## src/rtl/seq_det_pkg.sv

```systemverilog
// Shared definitions for the parameterised serial sequence detector:
// the FSM state enumeration and the default parameter values.
package seq_det_pkg;

    typedef enum logic [1:0] {
        FILL  = 2'd0,
        ARMED = 2'd1,
        MATCH = 2'd2
    } state_t;

    localparam int         DEF_PAT_W   = 4;
    localparam logic [3:0] DEF_RST_PAT = 4'b1010;
    localparam int         DEF_CNT_W   = 8;
    localparam bit         DEF_RST_OVL = 1'b1;

endpackage

```

## src/rtl/seq_det_shreg.sv

```systemverilog
// History shift register, fill counter and pattern comparator.
// The hit output is the compare against the post-shift history and fill,
// so the top level can register the match on the same edge that accepts the bit.
module seq_det_shreg
    import seq_det_pkg::*;
#(
    parameter int PAT_W = DEF_PAT_W
) (
    input  logic             clk,
    input  logic             rst,
    input  logic             clr,
    input  logic             shift,
    input  logic             din,
    input  logic             ovl,
    input  logic [PAT_W-1:0] pattern,
    output logic             hit,
    output logic             full_next,
    output logic             armed
);

    localparam int             FW   = $clog2(PAT_W + 1);
    localparam logic [FW-1:0]  FULL = FW'(PAT_W);

    logic [PAT_W-1:0] hist_q;
    logic [PAT_W-1:0] hist_d;
    logic [FW-1:0]    fill_q;
    logic [FW-1:0]    fill_inc;

    // Post-shift history and saturating fill, and the hit compare on them
    always_comb begin
        hist_d    = {hist_q[PAT_W-2:0], din};
        fill_inc  = (fill_q == FULL) ? FULL : fill_q + FW'(1);
        full_next = (fill_inc == FULL);
        hit       = shift && full_next && (hist_d == pattern);
    end

    // History and fill update; a non-overlapping hit restarts the fill but keeps history
    always_ff @(posedge clk) begin
        if (!rst) begin
            hist_q <= '0;
            fill_q <= '0;
        end else if (clr) begin
            hist_q <= '0;
            fill_q <= '0;
        end else if (shift) begin
            hist_q <= hist_d;
            fill_q <= (hit && !ovl) ? '0 : fill_inc;
        end
    end

    assign armed = (fill_q == FULL);

endmodule

```

## src/rtl/seq_detect_param.sv

```systemverilog
// Parameterised serial sequence detector with a loadable pattern,
// selectable overlap mode, Moore match flag and saturating match counter.
module seq_detect_param
    import seq_det_pkg::*;
#(
    parameter int               PAT_W   = DEF_PAT_W,
    parameter logic [PAT_W-1:0] RST_PAT = PAT_W'(DEF_RST_PAT),
    parameter int               CNT_W   = DEF_CNT_W,
    parameter bit               RST_OVL = DEF_RST_OVL
) (
    input  logic             clk,
    input  logic             rst,
    input  logic             din,
    input  logic             din_valid,
    input  logic [PAT_W-1:0] pat_in,
    input  logic             pat_load,
    input  logic             ovl_in,
    input  logic             cnt_clr,
    output logic             dout,
    output logic [CNT_W-1:0] match_cnt,
    output logic             armed
);

    state_t           state_q;
    state_t           state_d;
    logic [PAT_W-1:0] pattern_q;
    logic             ovl_q;
    logic             shift;
    logic             hit;
    logic             full_next;

    // A pattern load takes priority, so the bit offered on that edge is dropped
    assign shift = din_valid && !pat_load;

    seq_det_shreg #(
        .PAT_W(PAT_W)
    ) u_shreg (
        .clk      (clk),
        .rst      (rst),
        .clr      (pat_load),
        .shift    (shift),
        .din      (din),
        .ovl      (ovl_q),
        .pattern  (pattern_q),
        .hit      (hit),
        .full_next(full_next),
        .armed    (armed)
    );

    // Pattern and overlap mode registers, reloaded by pat_load
    always_ff @(posedge clk) begin
        if (!rst) begin
            pattern_q <= RST_PAT;
            ovl_q     <= RST_OVL;
        end else if (pat_load) begin
            pattern_q <= pat_in;
            ovl_q     <= ovl_in;
        end
    end

    // FSM state register
    always_ff @(posedge clk) begin
        if (!rst) begin
            state_q <= FILL;
        end else begin
            state_q <= state_d;
        end
    end

    // Next state: only accepted bits or a pattern load move the FSM
    always_comb begin
        state_d = state_q;
        if (pat_load) begin
            state_d = FILL;
        end else if (din_valid) begin
            if (hit) begin
                state_d = MATCH;
            end else if (full_next) begin
                state_d = ARMED;
            end else begin
                state_d = FILL;
            end
        end
    end

    assign dout = (state_q == MATCH);

    // Saturating match counter; a clear beats a coincident hit
    always_ff @(posedge clk) begin
        if (!rst) begin
            match_cnt <= '0;
        end else if (cnt_clr) begin
            match_cnt <= '0;
        end else if (hit && (match_cnt != {CNT_W{1'b1}})) begin
            match_cnt <= match_cnt + CNT_W'(1);
        end
    end

endmodule

```

## config.mk

```make
export PLATFORM = sky130hd
export DESIGN_NAME = seq_detect_param
export DESIGN_NICKNAME = d
export VERILOG_FILES = /design/src/rtl/seq_det_pkg.sv /design/src/rtl/seq_det_shreg.sv /design/src/rtl/seq_detect_param.sv
export SDC_FILE = /design/constraint.sdc
export NUM_CORES = 1
export LEC_CHECK = 0
export CAP_MARGIN = 40
export CORE_MARGIN = 3
export CORE_UTILIZATION = 53
export CTS_BUF_LIST = sky130_fd_sc_hd__clkbuf_2 sky130_fd_sc_hd__clkbuf_4 sky130_fd_sc_hd__clkbuf_8
export DETAILED_ROUTE_END_ITERATION = 12
export PLACE_DENSITY = 0.84
export SETUP_SLACK_MARGIN = 0.2
export SYNTH_ARGS = -nofsm -noshare
export SYNTH_HDL_FRONTEND = slang
export SYNTH_SLANG_ARGS = --single-unit
```

## constraint.sdc

```tcl
create_clock -name clk -period 4.9 [get_ports clk]
set_input_delay 0.98 -clock clk [delete_from_list [all_inputs] [get_ports clk]]
set_output_delay 0.98 -clock clk [all_outputs]
set_load 0.05 [all_outputs]
```

==> flow_summary.toml, run 1 <==
[logic_synthesis]
synthTopCellsByArea = "dfxtp_1 (37%), mux2i_1 (14%), nand2_1 (5.3%), nand2b_1 (3.9%), ha_1 (3.3%)"
yosysMostFrequentCell = "dfxtp_1"
synth_area_um2 = 1120
syn-mean-instance-area_um2 = 9.06
ys_warn_count = 0
synth_edf_count = 0
synth_top_area_cell = "dfxtp_1"
ys_ff_latch = 21
synth_top_area_share = 0.374
seq_area_frac_synth = 0.374
synth_common_cells = "dfxtp_1 (21), mux2i_1 (16), nand2_1 (16), nand2b_1 (7), nor2_1 (6)"
synth_ff_type = "dfxtp_1"
synthArstFlopShare = 0
synthDistinctLibCells = 36
syn_nets = 138
synth_cells = 124

[worst_setup_path]
worstPathMaxFanout = 4
path_class = "reg2out"
worstPathRequired_ns = 3.92
ff2ff_setup_slack_ns = 2.83
cp-start-kind = "flip-flop"
r2r_end = "u_shreg.fill_q[2]$_SDFFE_PP0P_"
reg2reg_depth = 6
r2r-start = "u_shreg.fill_q[0]$_SDFFE_PP0P_"
crit_arrival_ns = 1.90
end_kind = "output port"

[drt]
wirelength_um = 2300
vias = 959
firstDrtPassIters = 4
wl_per_cell_um = 13.4
drt_first_iter_violations = 14
vias_per_cell = 5.61
route.detailed.drc = 0
ant_nets = 0

[power]
leakage_nw = 0.494
irDropWorstVdd_uv = 227
power.density_nw_per_um2 = 219

[min_path]
min_to = "state_q[0]$_SDFFE_PP0P_"
min_from = "state_q[0]$_SDFFE_PP0P_"
whs_path_depth = 2
min_path_type = "reg2reg"

[cells_and_area]
nets = 159
multi_input_area_um2 = 647
layout-drive-gt1-share = 0.0625
fill_cells = 155
fin_area_um2 = 1360
ff_latch_area_um2 = 420
syn2layout_area_growth_pct = 21.0
diodes = 0

[global_routing]
grt_pass1_wl_um = 3990
grt_overflow = 0
grt_use_total = 0.197
grt_max_degree = 17
grt_pass1_vias = 905
antenna_found_initial = 0

[clocking]
cts_buffers = 3
htreeDepth = 1
hold_buffers = 0
clkTransAtPathRegs_ns = 0.13
cts-root-buf = "clkbuf_4"
cts_tree = "done"
clk_latency_ns = 0.32
cts_setup_buffers = 0
clockBufferDepth = 2
cts_resized = 0
clock-sinks = 21

[die]
std_cell_rows = 16
initial_core_util = 0.567
coreArea_um2 = 1980
pin_count = 21
die_area_um2 = 2710
die_w_um = 52.0
fp.dieH_um = 52.0

[outcome]
status = "completed"

[timing]
setup_viol = 0
period_share = 0.588
fmax_mhz = 347
finalMaxSlewViolations = 0
worst_pin_slew_ns = 0.708
grt_setup_unrepaired = "false"
finalHoldViolCount = 0
period_minus_slack_ns = 2.88
slew_headroom = 0.526
tns_ns = 0
fin_skew_ns = 0.00736

[job]
cap_violations = 0

[place]
placed_cell_area_um2 = 1330
portBuffers = 20
dp_hpwl_um = 1730
gp_congestion = 0.879
layout by cell type, fill, tap and decap left out, types with 2 or more instances in the layout:
cell and instances:
a21oi_1 3, and3_1 2, clkbuf_4 3, clkdlybuf4s50_1 20, dfxtp_1 21, ha_1 3, inv_1 4, mux2i_1 16
nand2_1 16, nand2b_1 7, nand3_1 4, nor2_1 6, nor2b_1 5, nor4_1 5, o211ai_1 2, o21ai_0 2
or3_1 2, xnor2_1 3, xor2_1 2
where the power goes:
| part | internal [mW] | total (mW) | switching (mW) |
|---|---|---|---|
| clock network | 0.0312 | 0.0905 | 0.0593 |
| registers | 0.174 | 0.176 | 0.00236 |
| logic | 0.0163 | 0.0312 | 0.0149 |
| total | 0.222 | 0.298 | 0.0765 |
per-layer routing:
metal	up-vias	share of wire	wire length [µm]	GRT usage
met5	-	0	0	0
met4	0	0.017	40	0.100
met3	5	0.036	82	0.0258
met2	26	0.49	1120	0.326
met1	451	0.46	1060	0.248
li1	477	-	-	-
per-stage QoR:
step	util	hold WS (ns)	worst slack (ns)	cells	power, mW
floorplan	-	0.432	2.46	124	0.200
global placement	0.671	0.454	1.80	167	0.209
detailed placement	0.671	0.455	1.71	167	0.211
CTS	0.686	0.473	2.02	171	0.300
global route	0.686	0.529	1.93	171	0.312
finish	0.686	0.476	2.02	171	0.298
worst max path at each step:
| stage | startpoint | end |
|---|---|---|
| detailed placement | din_valid | u_shreg.fill_q[2]$_SDFFE_PP0P_ |
| finish | u_shreg.fill_q[0]$_SDFFE_PP0P_ | armed |
| floorplan | pat_load | u_shreg.fill_q[2]$_SDFFE_PP0P_ |
| global placement | din_valid | u_shreg.fill_q[2]$_SDFFE_PP0P_ |
| CTS | u_shreg.fill_q[0]$_SDFFE_PP0P_ | armed |
| global route | u_shreg.fill_q[0]$_SDFFE_PP0P_ | armed |
sequential cells by signal, summed over array words and instances (netlist names):
register,count
ovl_q,1
u_shreg.hist_q,3
state_q,2
u_shreg.fill_q,3
pattern_q,4
match_cnt,8
kinds of logic after synthesis:
| kind of cell | synth area share |
|---|---|
| DFF | 0.374 |
| adders and majority gates | 0.0334 |
| AOI/OAI and AO/OA | 0.0891 |
| xor gates and xnor gates | 0.0390 |
| buffers and inverters | 0.0501 |
| muxes | 0.153 |
| and+or+nand+nor | 0.262 |
critical path: stages, from the launching register on:
cell             delay [ns]
dfxtp_1                0.35
inv_1                  0.09
ha_1                   0.17
nand2_1                0.11
inv_1                  0.07
clkdlybuf4s50_1        0.79
cell type report:
type | count | share of cell area
clock inverter | 1 | 0.00552
multi-input combinational | 93 | 0.476
clock buffer | 3 | 0.0166
inverter | 5 | 0.0156
sequential | 21 | 0.309
tap | 27 | 0.0248
timing repair buffer | 21 | 0.153
Power figures use the tool's default switching activity.
==> inputs of run 2 (changes only) <==
Settings changed: CORE_ASPECT_RATIO from default to 1.75, CORE_UTILIZATION 53 to 48, PLACE_DENSITY 0.84 to 0.8.
Clock period 4.9 ns to 2.4 ns, I/O delays scaled along.
==> flow_summary.toml, run 2 (synthesis results as in run 1) <==
[worst_setup_path]
crit_path_max_incr_delay_ns = 0.84
path_class = "reg2out"
worstPathRequired_ns = 1.92
cp-start-kind = "flip-flop"
crit_chain = "clkdlybuf4s50_1"
end_kind = "output port"
cp_top_family = "buffers and inverters"
worst_path_max_delay_cell = "clkdlybuf4s50_1"
crit_arrival_ns = 1.61
worstPathMaxFanout = 8
cp.buffers_inverters = 1

[drt]
ant_nets = 0
route.detailed.drc = 0
vias_per_cell = 5.61
firstDrtPassIters = 4
vias = 977
wl_per_cell_um = 13.5
drt_first_iter_violations = 25
wirelength_um = 2360

[die]
initial_core_util = 0.517
die_area_um2 = 2980
pin_count = 21
coreArea_um2 = 2170
std_cell_rows = 22
die_w_um = 42.6
fp.dieH_um = 70.0

[clocking]
cts_tree = "done"
cts-root-buf = "clkbuf_4"
clk_latency_ns = 0.31
clkTransAtPathRegs_ns = 0.11
clock-sinks = 21
cts_setup_buffers = 0
cts_buffers = 3
clockBufferDepth = 2
htreeDepth = 1

[global_routing]
grt_busiest_layer = "met2"
grt_use_total = 0.177
met1_usage = 0.184
grt_max_degree = 12
grt_overflow = 0
grt_pass1_wl_um = 4140
use_met2 = 0.312
antenna_found_initial = 0
grt_util_met3 = 0.0335
grt_pass1_vias = 1008

[outcome]
status = "completed"

[power]
power.density_nw_per_um2 = 438
finalPower_mw = 0.612
leakage_nw = 0.527
irDropWorstVdd_uv = 311

[cells_and_area]
diodes = 0
stdcell_count = 174
syn2layout_area_growth_pct = 24.3
nets = 165
largestRegisters = "match_cnt (8), pattern_q (4)"
layout_commonest_cell = "dfxtp_1"
layout-drive-gt1-share = 0.107
largest_register = "match_cnt"
largest_reg_flops = 8
mostFrequentLayoutCells = "dfxtp_1 (21), clkdlybuf4s50_1 (19), nand2_1 (16), mux2i_1 (16)"
fin_area_um2 = 1400

[timing]
whs_ns = 0.470
worst_pin_slew_ns = 0.650
finalMaxSlewViolations = 0
fmax_mhz = 479
grt_setup_unrepaired = "false"
slew_headroom = 0.565
period_minus_slack_ns = 2.09
setup_viol = 0
fin_skew_ns = 0.00636
tns_ns = 0
period_share = 0.870
finalHoldViolCount = 0

[place]
placed_cell_area_um2 = 1370
dp_cells = 170
portBuffers = 20
gp_congestion = 0.865
dp_hpwl_um = 1860

[job]
cap_violations = 0

[min_path]
min_path_type = "reg2reg"
run 2: cell count changes in the layout (fill, tap and decap cells not counted), sizes merged:
cell,change
buf,+6
clkinvlp,-1
clkbuf,+2
clkdlybuf4s50,-1
run 2: through the flow:
| stage | utilization | setup slack [ns] |
|---|---|---|
| floorplan | - | 0.457 |
| global placement | 0.631 | 0.0893 |
| detailed placement | 0.631 | 0.0544 |
| CTS | 0.644 | 0.297 |
| global route | 0.642 | 0.239 |
| finish | 0.642 | 0.312 |
run 2: timing repair:
action,CTS,global route
gates cloned,0,0
hold buffers,0,0
pin swaps,0,0
gates resized for setup,1,2
endpoints found under the setup margin,1,1
run 2: worst register-to-register path: stages, from the launching register on:
cell and delay (ns):
dfxtp_1 0.37, inv_1 0.07, ha_1 0.34, nor2b_1 0.16
a2bb2oi_1 0.20, or3_4 0.45, o41a_1 0.32
run 2: area by class of cell:
type / instances / area [µm²]
timing repair buffer: 27 / 248
inverter: 5 / 21.3
tap: 24 / 30.0
clock buffer: 4 / 30.0
fill: 196 / 778
sequential: 21 / 420
multi-input combinational: 93 / 647
run 2: worst paths after layout:
kind | from | endpoint | slack (ns) | cells after the start
worst max register to register | u_shreg.fill_q[0]$_SDFFE_PP0P_ | u_shreg.fill_q[2]$_SDFFE_PP0P_ | 0.37 | 6
worst min register to register | state_q[0]$_SDFFE_PP0P_ | state_q[0]$_SDFFE_PP0P_ | 0.47 | 2
worst max-delay path | match_cnt[4]$_SDFFE_PP0P_ | match_cnt[4] | 0.31 | 1
worst min-delay path | state_q[0]$_SDFFE_PP0P_ | state_q[0]$_SDFFE_PP0P_ | 0.47 | 2
run 2: power by group:
| group | leakage, nW | switching (mW) | internal [mW] |
|---|---|---|---|
| registers | 0.170 | 0.00455 | 0.355 |
| clock network | 0.0184 | 0.106 | 0.0763 |
| logic | 0.338 | 0.0309 | 0.0388 |
run 2: routing by layer:
layer,vias up,wire length [µm]
li1,488,-
met1,445,952
met5,-,0
met2,31,1230
met4,0,87
met3,13,89
